$ cat config.mk
export PLATFORM = sky130hd
export DESIGN_NAME = debounce_sync
export DESIGN_NICKNAME = d
export VERILOG_FILES = /design/src/rtl/debounce_sync.sv
export SDC_FILE = /design/constraint.sdc
export NUM_CORES = 1
export LEC_CHECK = 0
export CORE_AREA = 5 5 56 58
export DETAILED_ROUTE_END_ITERATION = 7
export DIE_AREA = 0 0 61 63
export GPL_ROUTABILITY_DRIVEN = 0
export PLACE_DENSITY = 0.76
export SYNTH_ARGS = -nofsm -noshare
export SYNTH_HDL_FRONTEND = slang
export SYNTH_SLANG_ARGS = --single-unit
$ cat constraint.sdc
create_clock -name clk -period 2.83 [get_ports clk]
set_input_delay 0.566 -clock clk [delete_from_list [all_inputs] [get_ports clk]]
set_output_delay 0.566 -clock clk [all_outputs]
set_load 0.01 [all_outputs]
$ cat src/rtl/debounce_sync.sv
// debounce_sync
//   Turns a raw asynchronous single-bit input (button/switch) into a clean
//   clock-synchronous level plus one-cycle pulses on accepted edges.
//   din -> SYNC_STAGES flop synchronizer -> s -> 4-state debounce FSM.
//
// Ports
//   clk    in   rising-edge clock
//   rst    in   asynchronous active-high reset
//   din    in   raw asynchronous input (feeds the synchronizer only)
//   q      out  debounced level, registered
//   rise   out  one-cycle pulse on accepted 0->1 transition, registered
//   fall   out  one-cycle pulse on accepted 1->0 transition, registered
//   glitch out  one-cycle pulse when a pending transition is aborted, registered
//
// Parameters
//   SYNC_STAGES     synchronizer depth, 2..4
//   DEBOUNCE_CYCLES stable synchronized cycles needed, 1..2^CNT_W
//   CNT_W           debounce counter width
//
// state     | meaning
// ----------+-------------------------------------------------------
// STABLE_LO | q=0 accepted, waiting for s to go high
// CHECK_HI  | q=0, s went high, counting stable-high cycles
// STABLE_HI | q=1 accepted, waiting for s to go low
// CHECK_LO  | q=1, s went low, counting stable-low cycles

module debounce_sync #(
  parameter int SYNC_STAGES     = 2,
  parameter int DEBOUNCE_CYCLES = 4,
  parameter int CNT_W           = 16
) (
  input  logic clk,
  input  logic rst,
  input  logic din,
  output logic q,
  output logic rise,
  output logic fall,
  output logic glitch
);

  typedef enum logic [1:0] {
    STABLE_LO = 2'd0,
    CHECK_HI  = 2'd1,
    STABLE_HI = 2'd2,
    CHECK_LO  = 2'd3
  } state_t;

  // Terminal count: the check that sees the (DEBOUNCE_CYCLES)th stable
  // sample after entry completes, so cnt never passes this value.
  localparam logic [CNT_W-1:0] CNT_LAST = CNT_W'(DEBOUNCE_CYCLES - 1);
  localparam logic [CNT_W-1:0] CNT_ONE  = CNT_W'(1);

  logic [SYNC_STAGES-1:0] sync_q;
  logic                   s;

  state_t                 state_q;
  logic [CNT_W-1:0]       cnt_q;
  logic                   q_q;
  logic                   rise_q;
  logic                   fall_q;
  logic                   glitch_q;

  // Synchronizer chain; din is touched nowhere else.
  always_ff @(posedge clk or posedge rst) begin
    if (rst) begin
      sync_q <= '0;
    end else begin
      sync_q <= {sync_q[SYNC_STAGES-2:0], din};
    end
  end

  assign s = sync_q[SYNC_STAGES-1];

  always_ff @(posedge clk or posedge rst) begin
    if (rst) begin
      state_q  <= STABLE_LO;
      cnt_q    <= '0;
      q_q      <= 1'b0;
      rise_q   <= 1'b0;
      fall_q   <= 1'b0;
      glitch_q <= 1'b0;
    end else begin
      // Pulses default low so each lasts exactly one cycle.
      rise_q   <= 1'b0;
      fall_q   <= 1'b0;
      glitch_q <= 1'b0;
      case (state_q)
        STABLE_LO: begin
          if (s) begin
            state_q <= CHECK_HI;
            cnt_q   <= '0;
          end
        end
        CHECK_HI: begin
          if (!s) begin
            state_q  <= STABLE_LO;
            glitch_q <= 1'b1;
            cnt_q    <= '0;
          end else if (cnt_q == CNT_LAST) begin
            state_q <= STABLE_HI;
            q_q     <= 1'b1;
            rise_q  <= 1'b1;
          end else begin
            cnt_q <= cnt_q + CNT_ONE;
          end
        end
        STABLE_HI: begin
          if (!s) begin
            state_q <= CHECK_LO;
            cnt_q   <= '0;
          end
        end
        CHECK_LO: begin
          if (s) begin
            state_q  <= STABLE_HI;
            glitch_q <= 1'b1;
            cnt_q    <= '0;
          end else if (cnt_q == CNT_LAST) begin
            state_q <= STABLE_LO;
            q_q     <= 1'b0;
            fall_q  <= 1'b1;
          end else begin
            cnt_q <= cnt_q + CNT_ONE;
          end
        end
        default: begin
          state_q <= STABLE_LO;
          cnt_q   <= '0;
          q_q     <= 1'b0;
        end
      endcase
    end
  end

  assign q      = q_q;
  assign rise   = rise_q;
  assign fall   = fall_q;
  assign glitch = glitch_q;

endmodule
==> results_dict.tcl <==
set metrics [dict create \
    initial_core_util_pct 46.5 \
    ys_ff_latch 24 \
    io_buffers 6 \
    grt_pass1_vias 969 \
    yosys.area.top_type "dfrtp_1" \
    routedWlPerCell_um 14.7 \
    drc_errors 0 \
    finClkSkew_ns 0.00456 \
    ant_nets 0 \
    cts_buffer_depth 2 \
    maxCapViolCount 0 \
    synthCells 127 \
    drt-initial-drc-count 29 \
    cp-start-kind "register" \
    clk_pin_slew_ns 0.13 \
    path_class "reg -> reg" \
    cts_buffers 3 \
    grt_pass1_wl_mm 4.31 \
    peakVddDrop_mv 0.454 \
    rows 19 \
    drive_gt1_share_pct 6.06 \
    fin_crit_sh_pct 73.1 \
    worst_pin_slew_ns 1.11 \
    synth_top_area_share_pct 49.4 \
    die_area_sq_um 3840 \
    tns_ns 0 \
    synth_area_leaders "dfrtp_1, nand2_1, xnor2_1, xor2_1, o22ai_1" \
    die_h_um 63 \
    viasPerCell 5.77 \
    dp_hpwl_mm 1.74 \
    setup_violations 0 \
    yosysUniqueCellTypes 32 \
    yosysSeqAreaShare_pct 49.4 \
    routed_wl_mm 2.40 \
    fin_crit_ns 2.07 \
    antenna_found_initial 0 \
    grt_setup_unrepaired "no" \
    yosysWarnings 0 \
    dpl_cell_area_sq_um 1290 \
    layout.nets 137 \
    worst_ep_required_time_ns 3.09 \
    drv_slew 0 \
    mostFrequentLayoutCells "dfrtp_1, nand2_1" \
    cts_resized 0 \
    postCtsSetupRepairBufs 0 \
    htreeDepth 1 \
    arrival_ns 2.33 \
    clock-sinks 24 \
    power_density_nw_per_um2 643 \
    drtPass1Iterations 4 \
    grt_max_degree 25 \
    finalHoldViolations 0 \
    area_growth_pct 10.7 \
    leakage_nw 0.532 \
    postSynthAreaPerCell_sq_um 9.57 \
    worstSetupEndpointType "register" \
    fp.coreArea_sq_um 2620 \
    diodes 0 \
    synth_nets 131 \
    cts_tree "done" \
    max-slew-margin-rel_pct 25.5 \
    vias 940 \
    finalInstanceArea_sq_um 1350 \
    ctsHoldBuffers 0 \
    pin_count 7 \
    status "finished, final reports clean" \
    cts_root_buffer "clkbuf_4" \
    hp-class "reg -> reg" \
    clk_latency_ns 0.32 \
    final_common_cell "dfrtp_1" \
    fp.dieW_um 61 \
    grt_usage_pct 14.6 \
    worstPathMaxFanout 15 \
    grt_overflow 0 \
    max_freq_ghz 0.484 \
    netlist_area_sq_um 1210 \
]
[cell type report]
type | instances | area, sq um
clock buffer | 3 | 22.5
clock inverter | 1 | 30.0
fill | 241 | 1270
inverter | 4 | 15.0
multi-input combinational | 94 | 578
sequential | 24 | 601
tap | 31 | 38.8
timing repair buffer | 6 | 60.1
[path summary, 6_finish.rpt]
| kind | endpoint | start | cells past startpoint | slack [ns] |
|---|---|---|---|---|
| min in group asynchronous | cnt_q[9] | rst | 2 | 0.71 |
| max in group asynchronous | cnt_q[5] | rst | 2 | 1.59 |
| min | sync_q[1] | sync_q[0] | 0 | 0.37 |
| max reg2reg | cnt_q[15] | sync_q[1] | 4 | 0.76 |
| min reg2reg | sync_q[1] | sync_q[0] | 0 | 0.37 |
| max | cnt_q[15] | sync_q[1] | 4 | 0.76 |
[cells in the mapped netlist]
library cell and n:
clkbuf_1 3, a21oi_1 2, mux2_2 1, xnor2_1 7, o31ai_1 2, nand2_1 18, or3_1 2, buf_2 1
nand4_1 5, or4b_4 1, clkbuf_2 1, and3_1 1, a211o_1 1, and4_1 1, a22o_1 1, inv_1 4
nand3_1 7, xor2_1 6, or2_2 2, nor3_1 5, or4_1 1, nor3b_1 1, nor4_1 6, nor4b_1 2
dfrtp_1 24, o21ai_0 3, o22ai_1 7, and2_1 2, nor2_1 7, nand3b_1 1, mux2i_1 1, ha_1 1
[registers in the layout (all words and copies together) (netlist names), named ones only]
register and cells:
fall 1, state_q 1, glitch 1, rise 1, sync_q 2, cnt_q 16, q 1
[worst max-delay path, cell delays in order (launching register included)]
cell and delay [ns]:
dfrtp_1 0.46, xnor2_1 0.40, or4b_4 0.66, or3_1 0.35, a21oi_1 0.14
[power by group]
group | leakage (nW) | internal (mW) | switching, mW
registers | 0.320 | 0.373 | 0.0511
logic | 0.184 | 0.0695 | 0.122
clock network | 0.0279 | 0.143 | 0.106
[routing by layer]
| metal | wire length [um] | global-route usage, % |
|---|---|---|
| met5 | 0 | 0 |
| met2 | 1090 | 21.5 |
| met3 | 97 | 4.75 |
| met4 | 58 | 6.23 |
| met1 | 1150 | 19.4 |
[logic make-up after synthesis]
logic type | Yosys count | synth area share, %
compound gates | 16 | 8.34
mux | 2 | 1.75
flops | 24 | 49.4
buf+inv | 9 | 2.99
fa+ha+maj | 1 | 1.03
simple gates | 62 | 27.1
xor+xnor | 13 | 9.37
[per-stage QoR]
stage,util (%),std cells,power (mW),worst slack [ns],hold slack (ns)
after floorplan,-,127,0.568,1.06,0.331
after global placement,49.4,159,0.611,0.849,0.353
after detailed placement,49.4,159,0.623,0.798,0.339
after CTS,51.4,163,0.871,0.770,0.378
after global routing,51.4,163,0.921,0.541,0.402
final,51.4,163,0.865,0.762,0.371
No activity file was read; power rests on OpenSTA's default activity.
